<file path="src/rtl/prog_load_ctrl_pkg.sv">
// Shared definitions for the UART program loader: state encodings, byte order and default sizing.
package prog_load_ctrl_pkg;

  typedef enum logic [2:0] {
    ST_RUN    = 3'd0,
    ST_HDR_I  = 3'd1,
    ST_LOAD_I = 3'd2,
    ST_HDR_D  = 3'd3,
    ST_LOAD_D = 3'd4,
    ST_DONE   = 3'd5,
    ST_ERR    = 3'd6
  } state_t;

  // Stream words arrive least-significant byte first.
  localparam bit BYTE_ORDER_LE = 1'b1;

  localparam int unsigned DEF_IMEM_WORDS  = 16384;
  localparam int unsigned DEF_DMEM_WORDS  = 16384;
  localparam int unsigned DEF_ADDR_W      = 14;
  localparam int unsigned DEF_TIMEOUT_CYC = 2500000;

  function automatic logic is_load_state(input state_t s);
    return s inside {ST_HDR_I, ST_LOAD_I, ST_HDR_D, ST_LOAD_D};
  endfunction

endpackage

</file>
<file path="src/rtl/prog_load_ctrl_word_assembler.sv">
// Packs a byte stream into 32-bit words; word_vld_o is combinational on the 4th byte.
// No backpressure: one byte per cycle is accepted, clr_i wins over an incoming byte.
module prog_load_ctrl_word_assembler
  import prog_load_ctrl_pkg::*;
#(
  parameter bit LSB_FIRST = BYTE_ORDER_LE
) (
  input  logic        clock,
  input  logic        rst,
  input  logic        clr_i,
  input  logic        byte_vld_i,
  input  logic [7:0]  byte_i,
  output logic        word_vld_o,
  output logic [31:0] word_o
);

  logic [1:0]  idx_q, idx_d;
  logic [31:0] shreg_q, shreg_d;
  logic [31:0] shifted;

  always_comb begin
    shifted = LSB_FIRST ? {byte_i, shreg_q[31:8]} : {shreg_q[23:0], byte_i};
    idx_d   = idx_q;
    shreg_d = shreg_q;
    if (clr_i) begin
      idx_d   = 2'd0;
      shreg_d = 32'd0;
    end else if (byte_vld_i) begin
      idx_d   = idx_q + 2'd1;
      shreg_d = shifted;
    end
  end

  assign word_vld_o = byte_vld_i && !clr_i && (idx_q == 2'd3);
  assign word_o     = shifted;

  always_ff @(posedge clock or negedge rst) begin
    if (!rst) begin
      idx_q   <= 2'd0;
      shreg_q <= 32'd0;
    end else begin
      idx_q   <= idx_d;
      shreg_q <= shreg_d;
    end
  end

endmodule

</file>
<file path="src/rtl/prog_load_ctrl.sv">
// Holds the CPU in reset while a UART byte stream (N_I, imem words, N_D, dmem words) is written to memory.
// Write strobes are registered one cycle after the completing byte; a byte per cycle is sustained.
module prog_load_ctrl
  import prog_load_ctrl_pkg::*;
#(
  parameter int unsigned IMEM_WORDS  = DEF_IMEM_WORDS,
  parameter int unsigned DMEM_WORDS  = DEF_DMEM_WORDS,
  parameter int unsigned ADDR_W      = DEF_ADDR_W,
  parameter int unsigned TIMEOUT_CYC = DEF_TIMEOUT_CYC
) (
  input  logic              clock,
  input  logic              rst,
  input  logic              start_load,
  input  logic              rx_valid,
  input  logic [7:0]        rx_data,
  output logic              cpu_hold,
  output logic              imem_we,
  output logic              dmem_we,
  output logic [ADDR_W-1:0] mem_addr,
  output logic [31:0]       mem_wdata,
  output logic              load_busy,
  output logic              load_done,
  output logic              load_err
);

  localparam logic [31:0]   TMO     = 32'(TIMEOUT_CYC);
  localparam logic [31:0]   IMEM_LIM = 32'(IMEM_WORDS);
  localparam logic [31:0]   DMEM_LIM = 32'(DMEM_WORDS);
  localparam logic [ADDR_W:0] CNT_ONE = (ADDR_W+1)'(1);

  state_t            state_q, state_d;
  logic [ADDR_W:0]   cnt_q, cnt_d;
  logic [ADDR_W:0]   n_q, n_d;
  logic [ADDR_W:0]   cnt_inc;
  logic [31:0]       timer_q, timer_d;
  logic              cpu_hold_q, cpu_hold_d;
  logic              imem_we_q, imem_we_d;
  logic              dmem_we_q, dmem_we_d;
  logic [ADDR_W-1:0] addr_q, addr_d;
  logic [31:0]       wdata_q, wdata_d;
  logic              busy_q, busy_d;
  logic              done_q, done_d;
  logic              err_q, err_d;

  logic              loading;
  logic              word_vld;
  logic [31:0]       word;
  logic              to_err;
  logic              to_done;

  assign loading = is_load_state(state_q);
  assign cnt_inc = cnt_q + CNT_ONE;

  // Bytes only count while loading; a start pulse flushes any partial word.
  prog_load_ctrl_word_assembler u_asm (
    .clock      (clock),
    .rst        (rst),
    .clr_i      (start_load),
    .byte_vld_i (rx_valid && loading),
    .byte_i     (rx_data),
    .word_vld_o (word_vld),
    .word_o     (word)
  );

  always_comb begin
    state_d    = state_q;
    cnt_d      = cnt_q;
    n_d        = n_q;
    timer_d    = timer_q;
    cpu_hold_d = cpu_hold_q;
    imem_we_d  = 1'b0;
    dmem_we_d  = 1'b0;
    addr_d     = addr_q;
    wdata_d    = wdata_q;
    busy_d     = busy_q;
    done_d     = done_q;
    err_d      = err_q;
    to_err     = 1'b0;
    to_done    = 1'b0;

    if (start_load) begin
      state_d    = ST_HDR_I;
      cpu_hold_d = 1'b1;
      busy_d     = 1'b1;
      done_d     = 1'b0;
      err_d      = 1'b0;
      cnt_d      = '0;
      timer_d    = TMO;
    end else if (loading) begin
      if (rx_valid) begin
        timer_d = TMO;
      end else if (timer_q <= 32'd1) begin
        to_err = 1'b1;
      end else begin
        timer_d = timer_q - 32'd1;
      end

      if (word_vld) begin
        case (state_q)
          ST_HDR_I: begin
            cnt_d = '0;
            if (word > IMEM_LIM) begin
              to_err = 1'b1;
            end else if (word == 32'd0) begin
              state_d = ST_HDR_D;
            end else begin
              n_d     = word[ADDR_W:0];
              state_d = ST_LOAD_I;
            end
          end
          ST_LOAD_I: begin
            imem_we_d = 1'b1;
            addr_d    = cnt_q[ADDR_W-1:0];
            wdata_d   = word;
            if (cnt_inc == n_q) begin
              cnt_d   = '0;
              state_d = ST_HDR_D;
            end else begin
              cnt_d = cnt_inc;
            end
          end
          ST_HDR_D: begin
            cnt_d = '0;
            if (word > DMEM_LIM) begin
              to_err = 1'b1;
            end else if (word == 32'd0) begin
              to_done = 1'b1;
            end else begin
              n_d     = word[ADDR_W:0];
              state_d = ST_LOAD_D;
            end
          end
          ST_LOAD_D: begin
            dmem_we_d = 1'b1;
            addr_d    = cnt_q[ADDR_W-1:0];
            wdata_d   = word;
            if (cnt_inc == n_q) begin
              cnt_d   = '0;
              to_done = 1'b1;
            end else begin
              cnt_d = cnt_inc;
            end
          end
          default: ;
        endcase
      end
    end else if (state_q == ST_DONE) begin
      // CPU leaves reset one cycle after DONE, starting from PC 0.
      state_d    = ST_RUN;
      cpu_hold_d = 1'b0;
    end

    if (to_err) begin
      state_d = ST_ERR;
      busy_d  = 1'b0;
      err_d   = 1'b1;
    end else if (to_done) begin
      state_d = ST_DONE;
      busy_d  = 1'b0;
      done_d  = 1'b1;
    end
  end

  always_ff @(posedge clock or negedge rst) begin
    if (!rst) begin
      state_q    <= ST_RUN;
      cnt_q      <= '0;
      n_q        <= '0;
      timer_q    <= 32'd0;
      cpu_hold_q <= 1'b0;
      imem_we_q  <= 1'b0;
      dmem_we_q  <= 1'b0;
      addr_q     <= '0;
      wdata_q    <= 32'd0;
      busy_q     <= 1'b0;
      done_q     <= 1'b0;
      err_q      <= 1'b0;
    end else begin
      state_q    <= state_d;
      cnt_q      <= cnt_d;
      n_q        <= n_d;
      timer_q    <= timer_d;
      cpu_hold_q <= cpu_hold_d;
      imem_we_q  <= imem_we_d;
      dmem_we_q  <= dmem_we_d;
      addr_q     <= addr_d;
      wdata_q    <= wdata_d;
      busy_q     <= busy_d;
      done_q     <= done_d;
      err_q      <= err_d;
    end
  end

  assign cpu_hold  = cpu_hold_q;
  assign imem_we   = imem_we_q;
  assign dmem_we   = dmem_we_q;
  assign mem_addr  = addr_q;
  assign mem_wdata = wdata_q;
  assign load_busy = busy_q;
  assign load_done = done_q;
  assign load_err  = err_q;

endmodule

</file>
<file path="config.mk">
export PLATFORM = sky130hd
export DESIGN_NAME = prog_load_ctrl
export DESIGN_NICKNAME = d
export VERILOG_FILES = /design/src/rtl/prog_load_ctrl_pkg.sv /design/src/rtl/prog_load_ctrl_word_assembler.sv /design/src/rtl/prog_load_ctrl.sv
export SDC_FILE = /design/constraint.sdc
export NUM_CORES = 1
export LEC_CHECK = 0
export CAP_MARGIN = 10
export CORE_ASPECT_RATIO = 1.2
export CORE_MARGIN = 2
export CORE_UTILIZATION = 68
export CTS_BUF_LIST = sky130_fd_sc_hd__clkbuf_4 sky130_fd_sc_hd__clkbuf_8
export DETAILED_ROUTE_END_ITERATION = 12
export DONT_BUFFER_PORTS = 1
export PLACE_DENSITY = 0.81
export SLEW_MARGIN = 20
export SYNTH_ARGS = -nofsm -noshare
export SYNTH_HDL_FRONTEND = slang
export SYNTH_SLANG_ARGS = --single-unit
</file>
<file path="constraint.sdc">
create_clock -name clock -period 5.5 [get_ports clock]
set_input_delay 0.825 -clock clock [delete_from_list [all_inputs] [get_ports clock]]
set_output_delay 0.825 -clock clock [all_outputs]
set_load 0.02 [all_outputs]
</file>
==> qor.yml, run 1 <==
drc: 0
hold_class: "input port to async pin"
num_vias: 4790
grt_first_pass_wirelength_um: 23200
p_clk_share_pct: 37.6
synthAdderAreaFrac_pct: 0.881
synth-simple-area-share_pct: 16.0
power_switching_w: 0.000540
syn_inst: 618
clock-sinks: 143
p_leak_nw: 3.32
path_max_fanout: 23
dp.cells: 711
finalCritPeriodShare_pct: 64.5
pwr-share-seq_pct: 55.5
cts_resized: 0
cts_buffers: 17
io_buffers: 0
yosysMostFrequentCell: "dfrtp_1"
cts_hold_buffers: 0
crit_path_start: "cnt_q[0]"
cts_tree: "yes"
syn_nets: 634
area_growth_pct: 5.71
first_pass_iters: 5
grt_pass1_vias: 4852
worst_slack_ns: 1.95
insertion_delay_ns: 0.44
dp_hpwl_um: 9430
ys_types: 58
setup-tns-final_ns: 0
rows: 40
grt_max_degree: 144
dieArea_mm2: 0.0108
synth_enable_flop_cells: 0
max_freq_mhz: 282
drive_gt1_share_pct: 17.3
num-fill-cells: 718
slowest_stage: "nor4b_4"
synth_top_cells_by_area: "dfrtp_1 52%, mux2_2 10%, a22o_1 3.9%"
slew_headroom_pct: 35.4
instances_no_fill: 743
synth_top_family_by_area: "simple AND/OR/NAND/NOR gates"
worst_pin_slew_ns: 0.969
crit_path_end_kind: "register"
vias_per_cell: 6.45
die_h_um: 114
crit_required_ns: 5.84
crit_family: "simple AND/OR/NAND/NOR gates"
start_util_pct: 68.8
synthArstFlopShare_pct: 100
synth_seq_cells: 143
syn-cell-area_mm2: 0.00682
cts.htree.levels: 4
register_area_mm2: 0.00358
hold_slack_ns: 0.0774
clock-skew-final_ns: 0.00951
synth_top_flop_cell: "dfrtp_1"
synth_area_per_cell_um2: 11.0
synthMuxAreaShare_pct: 11.6
antennaDiodeCount: 0
multiInputGateArea_mm2: 0.00305
synth_top_cell_by_area: "dfrtp_1"
post-route-min-period_ns: 3.55
hold_violations: 0
rsz0062_at_grt: "no"
crit_path_max_incr_delay_ns: 0.49
synth_xor_area_share_pct: 4.50
status: "finished, final reports clean"
r2r_start: "cnt_q[0]"
setup_viol: 0
ioPinCount: 64
path_cells: "ha_1, nand4_1, nor4_4, o221ai_1, or4_4, nor4b_4, nor2_2, a21o_1, a22o_1"
path_clk_slew_ns: 0.08
antenna_found_initial: 0
grt_use_total_pct: 27.3
routedWlPerCell_um: 18.7
worstSetupStartpointType: "register"
ys.warnings.count: 0
postCtsSetupBuffers: 0
path_class: "register to register"
worstPathArrival_ns: 3.88
synth-compound-area-share_pct: 11.7
ys_top_cells_by_count: "143 x dfrtp_1, 62 x mux2_2, 53 x nor2_1"
wirelength_um: 13900
powerDensity_mw_per_mm2: 280
cts_buffer_depth: 2
synth_top_area_share_pct: 52.5
nets: 620
path_buf_inv: 0
p_int_w: 0.00148
ys_seq_area_share_pct: 52.5
switching_share_pct: 26.8
root_buffer: "clkbuf_8"
drtIter0Drc: 335
die_x_um: 95.4
ir_worst_vdd_mv: 0.224
place_congestion: 0.928
coreArea_mm2: 0.00991
drt.antenna.violating_nets: 0
globalRouteOverflowTotal: 0
maxSlewViolCount: 0
dp_slack_ns: 1.98
cap_violations: 0
power_frac_comb_pct: 6.9
## per-layer routing
| layer | GRT usage [%] | wire [µm] | share of wire [%] | vias up |
|---|---|---|---|---|
| met5 | 0 | 0 | 0 | - |
| met2 | 44.4 | 6970 | 50 | 141 |
| met3 | 8.26 | 887 | 6.4 | 15 |
| li1 | - | - | - | 2206 |
| met1 | 35.8 | 5890 | 42 | 2428 |
| met4 | 8.00 | 129 | 0.93 | 0 |
## cells in the final DEF (no fill, tap or decap), drive strengths merged, types with 9 or more instances in the layout
master    n
a21oi    17
a22o     30
clkbuf   19
dfrtp   143
inv      13
mux2     62
mux2i     9
nand2    46
nand3    15
nor2     54
nor3     14
nor4     20
o21ai    22
xnor2    24
xor2     11
## power by group through the flow
stage | logic, W | registers (W) | clock network (W)
4_1_cts | 0.000140 | 0.00112 | 0.000770
3_3_place_gp | 0.000132 | 0.00114 | 0
5_1_grt | 0.000155 | 0.00112 | 0.000814
2_1_floorplan | 0.000120 | 0.00112 | 0
6_report | 0.000140 | 0.00112 | 0.000758
3_5_place_dp | 0.000139 | 0.00114 | 0
## state kept, by name (all words and copies together), names as in the netlist
name and cells:
cnt_q 15, cpu_hold 1, timer_q 32, dmem_we 1
state_q 3, u_asm.idx_q 2, mem_wdata 32, u_asm.shreg_q 24
mem_addr 14, load_busy 1, load_done 1, imem_we 1
load_err 1, n_q 15
## kinds of logic (layout without fill, tap and decap cells)
| logic type | after synthesis | after routing |
|---|---|---|
| buf+inv | 44 | 43 |
| xor+xnor | 35 | 35 |
| fa+ha+maj | 5 | 5 |
| mux | 71 | 71 |
| flops | 143 | 143 |
| simple gates | 207 | 207 |
| compound gates | 113 | 113 |
## path summary, 6_finish.rpt
path | end | slack [ns] | cells after the start
worst max-delay path | cnt_q[8] | 1.95 | 9
max in group asynchronous | timer_q[15] | 5.24 | 0
worst min register to register | timer_q[30] | 0.50 | 1
worst min-delay path | timer_q[29] | 0.08 | 0
min in group clock | load_err | 0.45 | 1
worst max register to register | cnt_q[8] | 1.95 | 9
## metrics by stage
stage	power, W	area (µm²)	utilization, %
floorplan	0.00124	6820	-
detailed placement	0.00128	6840	69.0
global placement	0.00127	6840	69.0
global route	0.00209	7210	72.7
finish	0.00202	7210	72.7
CTS	0.00203	7210	72.7
## worst register-to-register path: cells and delay by family, from the launching register on
| family | cells | cell delay, ns |
|---|---|---|
| flops | 1 | 0.48 |
| simple gates | 5 | 1.96 |
| fa+ha+maj | 1 | 0.37 |
| compound gates | 3 | 0.64 |
## cell type report
type / instances / area share (%)
Clock buffer: 19 / 3.63
Clock inverter: 13 / 1.44
Inverter: 8 / 0.417
Multi-Input combinational cell: 431 / 42.4
Sequential cell: 143 / 49.7
Tap cell: 126 / 2.19
Timing Repair Buffer: 3 / 0.313
No activity file was read; power rests on OpenSTA's default activity.
==> run 2: changes to the inputs <==
--- a/config.mk
+++ b/config.mk
@@ -8,11 +8,11 @@
 export CAP_MARGIN = 10
 export CORE_ASPECT_RATIO = 1.2
 export CORE_MARGIN = 2
-export CORE_UTILIZATION = 68
+export CORE_UTILIZATION = 60
 export CTS_BUF_LIST = sky130_fd_sc_hd__clkbuf_4 sky130_fd_sc_hd__clkbuf_8
 export DETAILED_ROUTE_END_ITERATION = 12
 export DONT_BUFFER_PORTS = 1
-export PLACE_DENSITY = 0.81
+export PLACE_DENSITY = 0.76
 export SLEW_MARGIN = 20
 export SYNTH_ARGS = -nofsm -noshare
 export SYNTH_HDL_FRONTEND = slang
==> constraint.sdc (replaced) <==
create_clock -name clock -period 2.9 [get_ports clock]
set_input_delay 0.435 -clock clock [delete_from_list [all_inputs] [get_ports clock]]
set_output_delay 0.435 -clock clock [all_outputs]
set_load 0.02 [all_outputs]
==> run 2 against run 1 <==
  * The run now ends with negative hold slack left
  * Setup slack worse by 1.8 ns
  * Register-to-register slack worse by 1.8 ns
  * Core utilization down 4.8 points
  * Sequential cell count unchanged
  * Sequential power up 89%
  * Combinational power up 92%
  * Count of clock-buffer cells in the layout unchanged
  * Clock skew up 0.0063 ns
  * Critical endpoint is now load_busy
  * Highest routed layer unchanged
==> qor.yml, run 2 (synthesized netlist as in run 1, its figures left out) <==
rows: 42
p_int_w: 0.00288
root_buffer: "clkbuf_8"
cts_buffers: 17
max_freq_mhz: 357
grt_pass1_vias: 4977
path_class: "register to register"
dp_slack_ns: 0.0345
globalRouteOverflowTotal: 0
ioPinCount: 64
post-route-min-period_ns: 2.80
grt_first_pass_wirelength_um: 24400
finalCritPeriodShare_pct: 96.5
clock-sinks: 143
routedWlPerCell_um: 18.8
crit_family: "simple AND/OR/NAND/NOR gates"
power_switching_w: 0.00100
worstPathArrival_ns: 3.13
clock-skew-final_ns: 0.0159
path_buf_inv: 2
io_buffers: 0
antenna_found_initial: 0
worst_pin_slew_ns: 0.958
cts.htree.levels: 4
setup_viol: 0
r2r_start: "cnt_q[0]"
cts_tree: "yes"
drive_gt1_share_pct: 21.8
num_vias: 4909
powerDensity_mw_per_mm2: 518
layout_commonest_cell: "dfrtp_1"
slowest_stage: "or4_4"
place_congestion: 0.906
path_cells: "buf_4, and3_2, nand2_1, o31a_1, or4_4, nor4b_4, buf_6, a21oi_1, and2_1, a21o_1"
vias_per_cell: 6.31
drt.antenna.violating_nets: 0
rsz0062_at_grt: "yes"
p_clk_share_pct: 38.5
cts_buffer_depth: 2
maxSlewViolCount: 0
dp_hpwl_um: 10200
die_x_um: 101
register_area_mm2: 0.00358
regToRegSetupSlack_ns: 0.10
p_leak_nw: 3.48
crit_path_end_kind: "register"
slew_headroom_pct: 36.1
pwr-share-seq_pct: 54.6
grt_use_total_pct: 25.4
num-fill-cells: 843
multiInputGateArea_mm2: 0.00308
ir_worst_vdd_mv: 0.322
worstSetupStartpointType: "register"
cap_violations: 0
reg2reg_to: "load_busy"
hold_class: "input port to async pin"
crit_required_ns: 3.24
worst_slack_ns: 0.102
die_h_um: 121
wirelength_um: 14600
nets: 651
status: "finished, violations left"
coreArea_mm2: 0.0110
dieArea_mm2: 0.0122
switching_share_pct: 25.9
path_max_fanout: 6
violations: "negative hold slack"
drtIter0Drc: 371
start_util_pct: 61.8
antennaDiodeCount: 0
path_clk_slew_ns: 0.08
crit_path_max_incr_delay_ns: 0.55
mostFrequentLayoutCells: "142 x dfrtp_1, 62 x mux2_2, 53 x nor2_1"
power_frac_comb_pct: 6.9
hold_violations: 143
insertion_delay_ns: 0.45
hold_slack_ns: -0.315
drc: 0
postCtsSetupBuffers: 0
r2r_cells: 10
area_growth_pct: 10.0
first_pass_iters: 5
grt_max_degree: 144
[run 2: cell type report]
cell class                 count  area share [%]
inverter                       8           0.400
multi-input combinational    431            41.1
timing repair buffer          34            3.62
sequential                   143            47.7
clock buffer                  19            3.49
tap                          132            2.20
clock inverter                11            1.47
[run 2: power by group through the flow]
| stage | clock network, W | registers [W] | logic (W) |
|---|---|---|---|
| floorplan | 0 | 0.00213 | 0.000228 |
| global route | 0.00162 | 0.00213 | 0.000300 |
| global placement | 0 | 0.00215 | 0.000255 |
| finish | 0.00149 | 0.00212 | 0.000269 |
| CTS | 0.00152 | 0.00212 | 0.000266 |
| detailed placement | 0 | 0.00216 | 0.000264 |
[run 2: through the flow]
stage	total power (W)	TNS [ns]	std cells	instance area (µm²)	utilization [%]
finish	0.00388	0	778	7500	68.0
global route	0.00405	-0.00836	778	7500	68.0
CTS	0.00391	0	778	7470	67.7
detailed placement	0.00242	0	748	7090	64.3
global placement	0.00241	0	748	7090	64.3
floorplan	0.00235	0	618	6820	-
[run 2: what timing repair did]
| item | 4_1_cts | 5_1_grt |
|---|---|---|
| gates resized for setup | 0 | 8 |
| setup endpoints to repair | 0 | 11 |
| endpoints found under the hold margin | 143 | 143 |
[run 2: how the worst max path moves through the flow]
stage | start | end | cells past startpoint
floorplan | cnt_q[0] | cnt_q[11] | 11
global placement | cnt_q[0] | load_busy | 10
detailed placement | cnt_q[1] | load_busy | 10
CTS | cnt_q[1] | load_busy | 10
global route | cnt_q[0] | load_busy | 10
finish | cnt_q[0] | load_busy | 10
[run 2: routing by layer]
metal	track usage, %	wire length [µm]	up-vias
li1	-	-	2278
met4	8.19	231	0
met5	0	0	-
met3	6.42	876	19
met2	41.8	7330	165
met1	33.1	6170	2447
==> run 3: changes to the inputs <==
--- a/config.mk
+++ b/config.mk
@@ -8,11 +8,11 @@
 export CAP_MARGIN = 10
 export CORE_ASPECT_RATIO = 1.2
 export CORE_MARGIN = 2
-export CORE_UTILIZATION = 60
+export CORE_UTILIZATION = 45
 export CTS_BUF_LIST = sky130_fd_sc_hd__clkbuf_4 sky130_fd_sc_hd__clkbuf_8
 export DETAILED_ROUTE_END_ITERATION = 12
 export DONT_BUFFER_PORTS = 1
-export PLACE_DENSITY = 0.76
+export PLACE_DENSITY = 0.59
 export SLEW_MARGIN = 20
 export SYNTH_ARGS = -nofsm -noshare
 export SYNTH_HDL_FRONTEND = slang
==> run 3 against run 2 <==
  * The run still ends with negative hold slack left
  * Non-clock buffer count rose by 8
  * Largest power group unchanged
  * Critical path type unchanged
  * Highest routed layer unchanged
  * Core utilization down 16 points
  * Sequential cell count unchanged
  * Combinational power is 7.8% higher
==> qor.yml, run 3 (synthesized netlist as in run 1, its figures left out) <==
status: "finished, violations left"
violations: "negative hold slack"
grt_first_pass_wirelength_um: 24500
switching_share_pct: 26.0
setup_viol: 0
path_class: "register to register"
dp_hpwl_um: 10200
wirelength_um: 14900
insertion_delay_ns: 0.45
p_int_w: 0.00299
die_x_um: 116
vias_per_cell: 5.66
p_clk_share_pct: 40.7
post-route-min-period_ns: 2.87
cap_violations: 0
worstSetupStartpointType: "register"
worstPathArrival_ns: 3.21
hold_slack_ns: -0.322
power_frac_comb_pct: 7.2
rows: 49
crit_path_end_kind: "register"
layout_commonest_cell: "dfrtp_1"
ioPinCount: 64
p_leak_nw: 3.54
rsz0062_at_grt: "yes"
max_freq_mhz: 349
final_cell_area_mm2: 0.00771
hold_class: "input port to async pin"
regToRegSetupSlack_ns: 0.03
dpl_cell_area_mm2: 0.00717
clock-sinks: 143
die_h_um: 139
grt_use_total_pct: 19.3
ir_worst_vdd_mv: 0.360
nets: 659
io_buffers: 0
dieArea_mm2: 0.0162
root_buffer: "clkbuf_8"
setup-tns-final_ns: 0
hold_violations: 143
pwr-share-seq_pct: 52.1
routedWlPerCell_um: 17.3
grt_max_degree: 144
coreArea_mm2: 0.0149
grt_pass1_vias: 4848
drc: 0
first_pass_iters: 5
clock-skew-final_ns: 0.0134
drt.antenna.violating_nets: 0
drtIter0Drc: 342
antennaDiodeCount: 0
crit_required_ns: 3.24
cts_buffer_depth: 2
drive_gt1_share_pct: 24.4
num_vias: 4868
cts_buffers: 17
globalRouteOverflowTotal: 0
fin_util_pct: 51.7
worst_pin_slew_ns: 0.606
path_max_fanout: 6
antenna_found_initial: 0
path_clk_slew_ns: 0.08
powerDensity_mw_per_mm2: 524
cts.htree.levels: 4
place_congestion: 0.930
slew_headroom_pct: 59.2
power_switching_w: 0.00105
start_util_pct: 45.8
mostFrequentLayoutCells: "138 x dfrtp_1, 62 x mux2_2, 53 x nor2_1"
maxSlewViolCount: 0
finalCritPeriodShare_pct: 98.8
cts_tree: "yes"
area_growth_pct: 13.1
[run 3: power groups by stage]
stage	registers, W	clock network, W	logic (W)
floorplan	0.00213	0	0.000228
global placement	0.00214	0	0.000281
detailed placement	0.00214	0	0.000286
CTS	0.00211	0.00168	0.000290
global route	0.00211	0.00178	0.000326
finish	0.00211	0.00164	0.000290
[run 3: area by class of cell]
class,instances,area [µm²]
clock buffers,20,263
multi-input cells,431,3110
inverters,8,30.0
fillers,1370,7190
well taps,204,255
repair buffers,42,319
flip-flops and latches,143,3580
clock inverters,12,149
[run 3: layer usage]
layer / track usage [%] / vias to the layer above / share of wire [%]
li1: - / 2289 / -
met1: 25.2 / 2426 / 43
met2: 29.9 / 129 / 49
met3: 6.82 / 24 / 6.1
met4: 6.27 / 0 / 1.8
met5: 0 / - / 0
[run 3: through the flow]
| step | power (W) | setup slack [ns] | std cells |
|---|---|---|---|
| floorplan | 0.00235 | 0.00707 | 618 |
| global placement | 0.00242 | 0.143 | 820 |
| detailed placement | 0.00243 | 0.0636 | 820 |
| CTS | 0.00408 | 0.0606 | 852 |
| global route | 0.00422 | -0.0590 | 860 |
| finish | 0.00404 | 0.0336 | 860 |
[run 3: worst paths after layout]
check                         endpoint  cells after the start   startpoint
setup / recovery             load_busy                     10     cnt_q[1]
hold / removal             timer_q[25]                      0          rst
setup reg to reg             load_busy                     10     cnt_q[1]
hold reg to reg            timer_q[30]                      1  timer_q[30]
max in group asynchronous    cnt_q[11]                      0          rst
min in group clock            load_err                      1   start_load
[run 3: worst max-delay path: stages (launching register included)]
cell       delay, ns
dfrtp_1         0.40
ha_4            0.18
or4bb_1         0.42
o2111ai_2       0.09
o221ai_2        0.12
or4_4           0.56
nor4b_4         0.36
buf_4           0.22
a21oi_2         0.09
and2_4          0.16
a21o_1          0.17
[run 3: repair_timing]
action,CTS,global route
setup endpoints to repair,0,22
buffers inserted,0,8
hold endpoints to repair,143,143
resized for setup,0,18
